<file path="config.mk">
export PLATFORM = sky130hd
export DESIGN_NAME = l2_cache_control_flat
export DESIGN_NICKNAME = d
export VERILOG_FILES = /design/src/rtl/l2_cache_control_if.sv /design/src/rtl/l2_cache_control.sv /design/src/flat_wrapper.sv
export SDC_FILE = /design/constraint.sdc
export NUM_CORES = 1
export LEC_CHECK = 0
export ABC_CLOCK_PERIOD_IN_PS = 2600
export BUFFER_PORTS_ARGS = -buffer_cell sky130_fd_sc_hd__clkbuf_2
export CAP_MARGIN = 25
export CORE_MARGIN = 2
export CORE_UTILIZATION = 53
export DETAILED_ROUTE_END_ITERATION = 8
export PLACE_DENSITY = 0.86
export SYNTH_ARGS = -nofsm -noshare
export SYNTH_HDL_FRONTEND = slang
export SYNTH_SLANG_ARGS = --single-unit
</file>
<file path="constraint.sdc">
create_clock -name i_clk -period 2.6 [get_ports i_clk]
set_clock_uncertainty 0.05 [all_clocks]
set_input_delay 0.78 -clock i_clk [delete_from_list [all_inputs] [get_ports i_clk]]
set_output_delay 0.78 -clock i_clk [all_outputs]
set_load 0.005 [all_outputs]
</file>
<file path="src/rtl/l2_cache_control_if.sv">
// Signal bundle between the L2 controller, upstream L1/arbiter, physical memory and the datapath.
// The master modport is the controller's view; the slave modport is the surrounding system's view.
interface l2_cache_control_if #(
  parameter int unsigned CNT_W = 32
);
  logic             mem_read;
  logic             mem_write;
  logic             mem_resp;
  logic             pmem_read;
  logic             pmem_write;
  logic             pmem_resp;
  logic             hit;
  logic [1:0]       way_hit;
  logic [1:0]       valid_out;
  logic [1:0]       dirty_out;
  logic             plru;
  logic [1:0]       way_load;
  logic [1:0]       valid_load;
  logic [1:0]       valid_in;
  logic [1:0]       dirty_load;
  logic [1:0]       dirty_in;
  logic             lru_load;
  logic             mru;
  logic             way_sel;
  logic [1:0]       pmem_address_sel;
  logic [1:0]       way_data_in_sel;
  logic [1:0][1:0]  way_write_en_sel;
  logic [CNT_W-1:0] hit_count;
  logic [CNT_W-1:0] miss_count;
  logic [CNT_W-1:0] wb_count;

  modport master (
    input  mem_read, mem_write, pmem_resp, hit, way_hit, valid_out, dirty_out, plru,
    output mem_resp, pmem_read, pmem_write, way_load, valid_load, valid_in, dirty_load,
           dirty_in, lru_load, mru, way_sel, pmem_address_sel, way_data_in_sel,
           way_write_en_sel, hit_count, miss_count, wb_count
  );

  modport slave (
    output mem_read, mem_write, pmem_resp, hit, way_hit, valid_out, dirty_out, plru,
    input  mem_resp, pmem_read, pmem_write, way_load, valid_load, valid_in, dirty_load,
           dirty_in, lru_load, mru, way_sel, pmem_address_sel, way_data_in_sel,
           way_write_en_sel, hit_count, miss_count, wb_count
  );
endinterface

</file>
<file path="src/rtl/l2_cache_control.sv">
// Control FSM for the 2-way, 8-set L2 cache datapath: hit resolution, victim choice,
// dirty writeback, refill from physical memory and saturating performance counters.
module l2_cache_control #(
  parameter int unsigned CNT_W = 32
) (
  input  logic               i_clk,
  input  logic               i_rst,
  l2_cache_control_if.master io_bus
);

  typedef enum logic [1:0] {StIdle, StCheck, StWb, StFill} state_t;
  typedef enum logic {OutWay0, OutWay1} cache_out_mux_sel_t;
  typedef enum logic [1:0] {AddrCpu, AddrDirty0Write, AddrDirty1Write} pmem_addr_mux_sel_t;
  typedef enum logic {DinCachelineAdaptor, DinBusAdaptor} data_in_mux_sel_t;
  typedef enum logic [1:0] {WeIdle, WeCpuWrite, WeLoadMem} data_write_en_mux_sel_t;

  state_t                 r_state;
  state_t                 w_state_nxt;
  logic                   r_victim;
  logic                   w_victim_nxt;
  logic                   r_refill;
  logic                   w_refill_nxt;
  logic [CNT_W-1:0]       r_hit_cnt;
  logic [CNT_W-1:0]       r_miss_cnt;
  logic [CNT_W-1:0]       r_wb_cnt;
  logic                   w_hit_inc;
  logic                   w_miss_inc;
  logic                   w_wb_inc;

  logic                   w_req;
  logic                   w_hit_way;
  logic                   w_victim_sel;
  logic                   w_mem_resp;
  logic                   w_pmem_read;
  logic                   w_pmem_write;
  logic [1:0]             w_way_load;
  logic [1:0]             w_valid_load;
  logic [1:0]             w_valid_in;
  logic [1:0]             w_dirty_load;
  logic [1:0]             w_dirty_in;
  logic                   w_lru_load;
  logic                   w_mru;
  cache_out_mux_sel_t     w_way_sel;
  pmem_addr_mux_sel_t     w_addr_sel;
  data_in_mux_sel_t       w_din_sel [2];
  data_write_en_mux_sel_t w_we_sel  [2];

  assign w_req     = io_bus.mem_read | io_bus.mem_write;
  assign w_hit_way = io_bus.way_hit[1];

  // Invalid ways are filled before PLRU is consulted.
  assign w_victim_sel = !io_bus.valid_out[0] ? 1'b0 :
                        !io_bus.valid_out[1] ? 1'b1 : io_bus.plru;

  always_ff @(posedge i_clk or negedge i_rst) begin
    if (!i_rst) begin
      r_state  <= StIdle;
      r_victim <= 1'b0;
      r_refill <= 1'b0;
    end else begin
      r_state  <= w_state_nxt;
      r_victim <= w_victim_nxt;
      r_refill <= w_refill_nxt;
    end
  end

  function automatic logic [CNT_W-1:0] sat_inc(input logic [CNT_W-1:0] c, input logic en);
    return (en && (c != '1)) ? c + CNT_W'(1) : c;
  endfunction

  always_ff @(posedge i_clk or negedge i_rst) begin
    if (!i_rst) begin
      r_hit_cnt  <= '0;
      r_miss_cnt <= '0;
      r_wb_cnt   <= '0;
    end else begin
      r_hit_cnt  <= sat_inc(r_hit_cnt, w_hit_inc);
      r_miss_cnt <= sat_inc(r_miss_cnt, w_miss_inc);
      r_wb_cnt   <= sat_inc(r_wb_cnt, w_wb_inc);
    end
  end

  always_comb begin
    w_state_nxt  = r_state;
    w_victim_nxt = r_victim;
    w_refill_nxt = r_refill;
    w_hit_inc    = 1'b0;
    w_miss_inc   = 1'b0;
    w_wb_inc     = 1'b0;
    w_mem_resp   = 1'b0;
    w_pmem_read  = 1'b0;
    w_pmem_write = 1'b0;
    w_way_load   = 2'b00;
    w_valid_load = 2'b00;
    w_valid_in   = 2'b00;
    w_dirty_load = 2'b00;
    w_dirty_in   = 2'b00;
    w_lru_load   = 1'b0;
    w_mru        = 1'b0;
    w_way_sel    = OutWay0;
    w_addr_sel   = AddrCpu;
    w_din_sel[0] = DinCachelineAdaptor;
    w_din_sel[1] = DinCachelineAdaptor;
    w_we_sel[0]  = WeIdle;
    w_we_sel[1]  = WeIdle;

    unique case (r_state)
      StIdle: begin
        if (w_req) w_state_nxt = StCheck;
      end

      StCheck: begin
        if (!w_req) begin
          w_state_nxt  = StIdle;
          w_refill_nxt = 1'b0;
        end else if (io_bus.hit) begin
          w_mem_resp = 1'b1;
          w_way_sel  = cache_out_mux_sel_t'(w_hit_way);
          w_lru_load = 1'b1;
          w_mru      = w_hit_way;
          // A simultaneous read and write is serviced as a write.
          if (io_bus.mem_write) begin
            w_we_sel[w_hit_way]     = WeCpuWrite;
            w_din_sel[w_hit_way]    = DinBusAdaptor;
            w_dirty_load[w_hit_way] = 1'b1;
            w_dirty_in[w_hit_way]   = 1'b1;
          end
          // The hit that completes a refill was already counted as a miss.
          w_hit_inc    = !r_refill;
          w_refill_nxt = 1'b0;
          w_state_nxt  = StIdle;
        end else begin
          w_victim_nxt = w_victim_sel;
          w_miss_inc   = 1'b1;
          w_state_nxt  = (io_bus.valid_out[w_victim_sel] && io_bus.dirty_out[w_victim_sel]) ?
                         StWb : StFill;
        end
      end

      StWb: begin
        w_pmem_write = 1'b1;
        w_addr_sel   = r_victim ? AddrDirty1Write : AddrDirty0Write;
        w_way_sel    = cache_out_mux_sel_t'(r_victim);
        if (io_bus.pmem_resp) begin
          w_wb_inc    = 1'b1;
          w_state_nxt = StFill;
        end
      end

      StFill: begin
        w_pmem_read = 1'b1;
        if (io_bus.pmem_resp) begin
          w_we_sel[r_victim]     = WeLoadMem;
          w_way_load[r_victim]   = 1'b1;
          w_valid_load[r_victim] = 1'b1;
          w_valid_in[r_victim]   = 1'b1;
          w_dirty_load[r_victim] = 1'b1;
          w_refill_nxt           = 1'b1;
          w_state_nxt            = StCheck;
        end
      end

      default: w_state_nxt = StIdle;
    endcase
  end

  assign io_bus.mem_resp            = w_mem_resp;
  assign io_bus.pmem_read           = w_pmem_read;
  assign io_bus.pmem_write          = w_pmem_write;
  assign io_bus.way_load            = w_way_load;
  assign io_bus.valid_load          = w_valid_load;
  assign io_bus.valid_in            = w_valid_in;
  assign io_bus.dirty_load          = w_dirty_load;
  assign io_bus.dirty_in            = w_dirty_in;
  assign io_bus.lru_load            = w_lru_load;
  assign io_bus.mru                 = w_mru;
  assign io_bus.way_sel             = w_way_sel;
  assign io_bus.pmem_address_sel    = w_addr_sel;
  assign io_bus.way_data_in_sel[0]  = w_din_sel[0];
  assign io_bus.way_data_in_sel[1]  = w_din_sel[1];
  assign io_bus.way_write_en_sel[0] = w_we_sel[0];
  assign io_bus.way_write_en_sel[1] = w_we_sel[1];
  assign io_bus.hit_count           = r_hit_cnt;
  assign io_bus.miss_count          = r_miss_cnt;
  assign io_bus.wb_count            = r_wb_cnt;

endmodule

</file>
<file path="src/flat_wrapper.sv">
// flat-port wrapper written by rule: the top's interface ports become plain ports
module l2_cache_control_flat 
#(
  parameter int unsigned CNT_W = 32
)
  (i_clk, i_rst, io_bus_mem_read, io_bus_mem_write, io_bus_pmem_resp, io_bus_hit, io_bus_way_hit, io_bus_valid_out, io_bus_dirty_out, io_bus_plru, io_bus_mem_resp, io_bus_pmem_read, io_bus_pmem_write, io_bus_way_load, io_bus_valid_load, io_bus_valid_in, io_bus_dirty_load, io_bus_dirty_in, io_bus_lru_load, io_bus_mru, io_bus_way_sel, io_bus_pmem_address_sel, io_bus_way_data_in_sel, io_bus_way_write_en_sel, io_bus_hit_count, io_bus_miss_count, io_bus_wb_count);
  l2_cache_control_if #(.CNT_W(CNT_W)) io_bus_i ();
  input  logic i_clk;
  input  logic i_rst;
  input wire logic [$bits(io_bus_i.mem_read)-1:0] io_bus_mem_read;
  input wire logic [$bits(io_bus_i.mem_write)-1:0] io_bus_mem_write;
  input wire logic [$bits(io_bus_i.pmem_resp)-1:0] io_bus_pmem_resp;
  input wire logic [$bits(io_bus_i.hit)-1:0] io_bus_hit;
  input wire logic [$bits(io_bus_i.way_hit)-1:0] io_bus_way_hit;
  input wire logic [$bits(io_bus_i.valid_out)-1:0] io_bus_valid_out;
  input wire logic [$bits(io_bus_i.dirty_out)-1:0] io_bus_dirty_out;
  input wire logic [$bits(io_bus_i.plru)-1:0] io_bus_plru;
  output wire logic [$bits(io_bus_i.mem_resp)-1:0] io_bus_mem_resp;
  output wire logic [$bits(io_bus_i.pmem_read)-1:0] io_bus_pmem_read;
  output wire logic [$bits(io_bus_i.pmem_write)-1:0] io_bus_pmem_write;
  output wire logic [$bits(io_bus_i.way_load)-1:0] io_bus_way_load;
  output wire logic [$bits(io_bus_i.valid_load)-1:0] io_bus_valid_load;
  output wire logic [$bits(io_bus_i.valid_in)-1:0] io_bus_valid_in;
  output wire logic [$bits(io_bus_i.dirty_load)-1:0] io_bus_dirty_load;
  output wire logic [$bits(io_bus_i.dirty_in)-1:0] io_bus_dirty_in;
  output wire logic [$bits(io_bus_i.lru_load)-1:0] io_bus_lru_load;
  output wire logic [$bits(io_bus_i.mru)-1:0] io_bus_mru;
  output wire logic [$bits(io_bus_i.way_sel)-1:0] io_bus_way_sel;
  output wire logic [$bits(io_bus_i.pmem_address_sel)-1:0] io_bus_pmem_address_sel;
  output wire logic [$bits(io_bus_i.way_data_in_sel)-1:0] io_bus_way_data_in_sel;
  output wire logic [$bits(io_bus_i.way_write_en_sel)-1:0] io_bus_way_write_en_sel;
  output wire logic [$bits(io_bus_i.hit_count)-1:0] io_bus_hit_count;
  output wire logic [$bits(io_bus_i.miss_count)-1:0] io_bus_miss_count;
  output wire logic [$bits(io_bus_i.wb_count)-1:0] io_bus_wb_count;
  assign io_bus_i.mem_read = io_bus_mem_read;
  assign io_bus_i.mem_write = io_bus_mem_write;
  assign io_bus_i.pmem_resp = io_bus_pmem_resp;
  assign io_bus_i.hit = io_bus_hit;
  assign io_bus_i.way_hit = io_bus_way_hit;
  assign io_bus_i.valid_out = io_bus_valid_out;
  assign io_bus_i.dirty_out = io_bus_dirty_out;
  assign io_bus_i.plru = io_bus_plru;
  assign io_bus_mem_resp = io_bus_i.mem_resp;
  assign io_bus_pmem_read = io_bus_i.pmem_read;
  assign io_bus_pmem_write = io_bus_i.pmem_write;
  assign io_bus_way_load = io_bus_i.way_load;
  assign io_bus_valid_load = io_bus_i.valid_load;
  assign io_bus_valid_in = io_bus_i.valid_in;
  assign io_bus_dirty_load = io_bus_i.dirty_load;
  assign io_bus_dirty_in = io_bus_i.dirty_in;
  assign io_bus_lru_load = io_bus_i.lru_load;
  assign io_bus_mru = io_bus_i.mru;
  assign io_bus_way_sel = io_bus_i.way_sel;
  assign io_bus_pmem_address_sel = io_bus_i.pmem_address_sel;
  assign io_bus_way_data_in_sel = io_bus_i.way_data_in_sel;
  assign io_bus_way_write_en_sel = io_bus_i.way_write_en_sel;
  assign io_bus_hit_count = io_bus_i.hit_count;
  assign io_bus_miss_count = io_bus_i.miss_count;
  assign io_bus_wb_count = io_bus_i.wb_count;
  l2_cache_control #(.CNT_W(CNT_W)) u_core (.i_clk(i_clk), .i_rst(i_rst), .io_bus(io_bus_i));
endmodule
</file>
==> results of run 1 <==
[worst max-delay path, cell delays in order, from the launching register on]
cell      delay (ns)
dfrtp_1         0.42
inv_1           0.11
ha_1            0.35
and2_1          0.20
o21a_1          0.12
clkbuf_2        0.10
[cell usage in the layout (no fill, tap or decap), drive strengths merged, types with 5 or more instances in the layout]
cell	Yosys	final
a21oi	5	5
and2	5	5
and3	18	18
and4	6	6
buf	12	17
clkbuf	4	140
dfrtp	100	100
ha	7	7
inv	14	14
nand2	38	38
nand3	40	40
nand4	37	37
nor2	37	37
nor3	23	23
nor4	14	14
o21ai	9	9
or4	5	5
xnor2	51	51
xor2	39	39
[sequential cells by signal, indices dropped and copies added (netlist names)]
name	count
u_core.io_bus.hit_count	32
u_core.io_bus.miss_count	32
u_core.io_bus.wb_count	32
u_core.r_refill	1
u_core.r_state	2
u_core.r_victim	1
[through the flow]
stage	hold slack [ns]	cells	util, %
after floorplan	0.428	498	-
after global placement	0.424	757	63.7
after detailed placement	0.439	757	63.7
after CTS	0.336	773	65.9
after global routing	0.353	774	66.1
final	0.322	774	66.1
[cell type report]
type | count | area (um^2) | area share [%]
clock inverters | 6 | 63.8 | 1.05
inverters | 14 | 52.6 | 0.861
flip-flops and latches | 100 | 2500 | 41.0
multi-input cells | 368 | 2400 | 39.3
well taps | 129 | 161 | 2.64
repair buffers | 147 | 791 | 13.0
clock buffers | 10 | 138 | 2.25
[how the worst max path moves through the flow]
stage,from,to,slack [ns]
finish,u_core.r_state[0]$_DFFE_PN0P_,io_bus_way_sel,0.12
global route,u_core.r_state[1]$_DFFE_PN0P_,io_bus_dirty_load[1],0.01
CTS,u_core.r_state[0]$_DFFE_PN0P_,io_bus_dirty_load[1],0.02
detailed placement,io_bus_mem_write,u_core.r_state[0]$_DFFE_PN0P_,0.09
global placement,io_bus_mem_write,io_bus_way_sel,0.16
floorplan,u_core.io_bus.hit_count[9]$_DFFE_PN0P_,u_core.io_bus.hit_count[1]$_DFFE_PN0P_,0.33
[logic make-up (layout without fill, tap and decap cells)]
| logic type | Yosys count | count (layout) |
|---|---|---|
| AO/OA/AOI/OAI | 25 | 25 |
| XOR/XNOR | 90 | 90 |
| adder cells (fa/ha/maj) | 7 | 7 |
| buffers and inverters | 30 | 177 |
| flip-flops | 100 | 100 |
| multiplexers | 4 | 4 |
| AND/OR/NAND/NOR | 242 | 242 |
[power groups by stage]
stage / combinational (mW) / sequential, mW / clock, mW
5_1_grt: 0.836 / 1.86 / 1.10
3_5_place_dp: 0.743 / 1.86 / 0
3_3_place_gp: 0.709 / 1.85 / 0
2_1_floorplan: 0.409 / 1.84 / 0
4_1_cts: 0.747 / 1.83 / 1.03
6_report: 0.758 / 1.84 / 1.01
[repair_timing]
| item | CTS | global route |
|---|---|---|
| buffers inserted | 0 | 0 |
| gates resized for setup | 1 | 5 |
| endpoints found under the setup margin | 1 | 10 |
[layer usage]
metal / track usage [%] / vias up / part of all wire [%] / routed length [um]
met2: 40.0 / 167 / 50 / 6030
met4: 6.96 / 0 / 1.2 / 150
met1: 32.2 / 2130 / 43 / 5180
met3: 4.69 / 14 / 6.2 / 747
met5: 0 / - / 0 / 0
li1: - / 2045 / - / -
==> results.cfg, run 1 <==
[floorplan]
die_h_um = 101
core_um2 = 9240
dieArea_um2 = 10300
io_pins = 133
die_w_um = 101
rows = 35
start_util_pct = 54.5

[cells_and_area]
syn_to_final_growth_pct = 21.2
fin_nets = 660
drive_gt1_share_pct = 27.6
antennaDiodeCount = 0
fillers = 779
finalInstanceArea_um2 = 6110

[clock_tree]
cts_root_buffer = clkbuf_8
clockBufferDepth = 2
cts_tree = done
clk_transition_reported_paths_ns = 0.10
cts_buffers = 9
htreeDepth = 3
clkLatencyLatePin_ns = 0.35
cts_hold_repair.buffers = 0
cts.sinks = 100

[logic_synthesis]
synth_area_leaders = dfrtp_1 (50%), xnor2_1 (8.9%), xor2_1 (6.8%)
synth_area_per_cell_um2 = 10.1
yosysSeqAreaShare_pct = 49.7
synth_warnings = 0
synth_edf_count = 0
ys.flop_type = dfrtp_1
synth-xor-area-share_pct = 15.6
synth_async_sr_flop_share_pct = 100
synth_mux_area_share_pct = 0.894
yosys.area_share.adder_pct = 1.74
synth_cell_type_count = 43
synth_nets = 518
ys_top_cells_by_count = dfrtp_1 (100), xnor2_1 (51), nand3_1 (40)
synth_compound_area_share_pct = 3.20
syn_area_um2 = 5040
synth_most_common_cell = dfrtp_1
synth_cells = 498
synth_top_family_by_area = simple AND/OR/NAND/NOR gates
synth_top_area_share_pct = 49.7
synth_top_area_cell = dfrtp_1
synth-seq-cells = 100
synth-simple-area-share_pct = 25.8

[hold_path]
hp-class = in2async

[power]
p_sw_share_pct = 30.8
p_int_mw = 2.49
p_clk_share_pct = 28.0
ir_drop_mv = 0.334
power_frac_seq_pct = 51.0
p_switching_mw = 1.11
power_mw = 3.60
combPwrFrac_pct = 21.0
power_density_nw_per_um2 = 590
leakage_nw = 3.01

[place]
dpl_cell_area_um2 = 5880
place_ws_ns = 0.0892
gp_congestion = 0.918
post-dp-hpwl_um = 9060
io_buffer_count = 131

[critical_path]
critical_path_required_ns = 1.77
rr_startpoint = u_core.io_bus.hit_count[9]$_DFFE_PN0P_
r2r_slack_ns = 0.22
criticalPathCategory = reg2out
cp.arrival_ns = 1.65
crit_path_max_fanout = 9
critPathCaptureType = primary output
rr_worst_depth = 5
reg2reg_to = u_core.io_bus.hit_count[1]$_DFFE_PN0P_
startpoint_type = register

[routing]
drt-pass1-iter-count = 5
drt-initial-drc-count = 215
routed_wirelength_um = 12100
vias = 4356
wire_per_inst_um = 15.7
via_per_inst = 5.63
detail-route-antenna-nets = 0
drcViolationCount = 0

[grt]
grt_pass1_vias = 4037
grtUsageTotal_pct = 24.0
grt_pass1_wl_um = 19700
grt.overflow.total = 0
grt_start_max_net_pins = 47
antenna_found_initial = 0

[timing]
worstMarginPinSlew_ns = 0.536
rsz0062_at_grt = false
hold_viol = 0
post-route-period-util_pct = 95.4
tns_ns = 0
max_slew_margin_pct = 64.1
period_needed_ns = 2.48
layout_setup_ws_ns = 0.118
slew_viol_final = 0
setup_viol = 0
max_freq_ghz = 0.403

[job]
cap_violations = 0

[status]
status = finished, final reports clean
Power figures use the tool's default switching activity.
==> inputs of run 2 (changes only) <==
Settings changed: ABC_AREA set to 1, CORE_UTILIZATION 53 to 55, PLACE_DENSITY 0.86 to 0.85.
==> results.cfg, run 2 <==
[timing]
whs_ns = 0.295
tns_ns = 0
hold_viol = 0
worstMarginPinSlew_ns = 0.444
max_freq_ghz = 0.407
rsz0062_at_grt = false
period_needed_ns = 2.46
setup_viol = 0
slew_viol_final = 0
post-route-period-util_pct = 94.5
max_slew_margin_pct = 70.4

[place]
io_buffer_count = 131
gp_congestion = 0.953
post-dp-hpwl_um = 13200

[routing]
vias = 7058
detail-route-antenna-nets = 0
top_layer_used = met4
via_per_inst = 5.04
drt-initial-drc-count = 589
routed_wirelength_um = 17300
wire_per_inst_um = 12.4
drt-pass1-iter-count = 7
met2_length_um = 8310
wl_met3_um = 996
met1_length_um = 7560
drcViolationCount = 0

[job]
cap_violations = 0

[logic_synthesis]
synth_top_area_share_pct = 35.7
synth_edf_count = 0
yosys.area_share.adder_pct = 1.25
synth_cells = 1098
synth_warnings = 0
synth_top_family_by_area = simple AND/OR/NAND/NOR gates
ys.flop_type = dfrtp_1
synth_cell_type_count = 27
synth_most_common_cell = nand2_1
synth-seq-cells = 100
synth_area_per_cell_um2 = 6.38
synth_nets = 1118
syn_area_um2 = 7010
synth-simple-area-share_pct = 47.7
synth_compound_area_share_pct = 2.07
synth_mux_area_share_pct = 0
synth_area_leaders = dfrtp_1 (36%), nand2_1 (28%), nor2_1 (8.4%)
synth-xor-area-share_pct = 4.75
yosysSeqAreaShare_pct = 35.7
ys_top_cells_by_count = nand2_1 (526), nor2_1 (157), dfrtp_1 (100)
synth_async_sr_flop_share_pct = 100
synth_top_area_cell = dfrtp_1

[clock_tree]
cts_buffers = 9
clockBufferDepth = 2
clk_transition_reported_paths_ns = 0.06
cts_root_buffer = clkbuf_16
clkLatencyLatePin_ns = 0.35
cts.sinks = 100
htreeDepth = 3
cts_hold_repair.buffers = 0
cts_tree = done

[critical_path]
critical_path_required_ns = 1.77
critPathCaptureType = primary output
criticalPathCategory = reg2out
cp.arrival_ns = 1.63
crit_path_max_fanout = 6
startpoint_type = register

[cells_and_area]
fillers = 1189
final_common_cell = nand2_1
drive_gt1_share_pct = 16.4
antennaDiodeCount = 0
syn_to_final_growth_pct = 14.2
mostFrequentLayoutCells = nand2_1 (526), nor2_1 (156), clkbuf_2 (130)
fin_nets = 1245

[floorplan]
die_w_um = 117
core_um2 = 12500
rows = 41
die_h_um = 117
start_util_pct = 56.0
dieArea_um2 = 13700
io_pins = 133

[power]
power_density_nw_per_um2 = 501
leakage_nw = 4.08
ir_drop_mv = 0.477

[grt]
antenna_found_initial = 0
grt.overflow.total = 0
grt_start_max_net_pins = 61
grt_pass1_vias = 6376
grtUsageTotal_pct = 26.5
grt_pass1_wl_um = 29100

[status]
status = finished, final reports clean

[hold_path]
hp-class = in2async
[run 2: report_power, final]
group	switching (mW)	internal (mW)	total (mW)	leakage, nW
clock	0.568	0.640	1.21	0.126
sequential	0.155	1.66	1.82	1.38
combinational	0.623	0.356	0.979	2.58
total	1.35	2.66	4.01	4.08
[run 2: kinds of logic after synthesis]
logic type      after synthesis
compound gates               27
xor+xnor                     38
fa+ha+maj                     7
buf+inv                     123
simple gates                803
flops                       100
[run 2: timing repair]
action,in CTS,in global routing
setup endpoints to repair,1,1
pin swaps,0,1
setup buffers,0,1
resized for setup,1,3
[run 2: critical path, stage by stage (launching register included)]
cell and delay, ns:
dfrtp_1 0.44, ha_1 0.27, nand2_1 0.17, nor2_1 0.24, clkbuf_2 0.16
[run 2: worst paths after layout]
kind,from,end,slack (ns),cells past startpoint
hold reg to reg,u_core.io_bus.wb_count[17]$_DFFE_PN0P_,u_core.io_bus.wb_count[17]$_DFFE_PN0P_,0.50,2
setup / recovery,u_core.r_state[0]$_DFFE_PN0P_,io_bus_valid_load[0],0.14,4
min in group i_clk,u_core.io_bus.wb_count[17]$_DFFE_PN0P_,u_core.io_bus.wb_count[17]$_DFFE_PN0P_,0.50,2
hold / removal,i_rst,u_core.io_bus.miss_count[3]$_DFFE_PN0P_,0.30,1
max in group asynchronous,i_rst,u_core.io_bus.hit_count[25]$_DFFE_PN0P_,1.55,2
setup reg to reg,u_core.io_bus.miss_count[0]$_DFFE_PN0P_,u_core.io_bus.miss_count[7]$_DFFE_PN0P_,0.52,10
[run 2: area by class of cell]
class	instances	area, um^2	area share, %
clock inverters	3	15.0	0.188
inverters	99	372	4.64
clock buffers	12	236	2.96
repair buffers	140	738	9.23
flip-flops and latches	100	2500	31.3
well taps	172	215	2.69
multi-input cells	875	3920	49.0
[run 2: routing by layer]
| layer | GRT usage [%] | vias up |
|---|---|---|
| met3 | 3.86 | 37 |
| met2 | 44.1 | 224 |
| met5 | 0 | - |
| li1 | - | 3594 |
| met4 | 10.8 | 0 |
| met1 | 34.9 | 3203 |
[run 2: metrics by stage]
step           util, %  std cells  instance area (um^2)  setup WS (ns)  power [mW]
2_1_floorplan        -       1098                  7010          0.434        2.56
3_3_place_gp      61.7       1385                  7730          0.218        2.78
3_5_place_dp      61.7       1385                  7730          0.189        2.81
4_1_cts           63.8       1400                  7980         0.0151        4.02
5_1_grt           63.9       1401                  8000        0.00471        4.26
6_report          63.9       1401                  8000          0.142        4.01
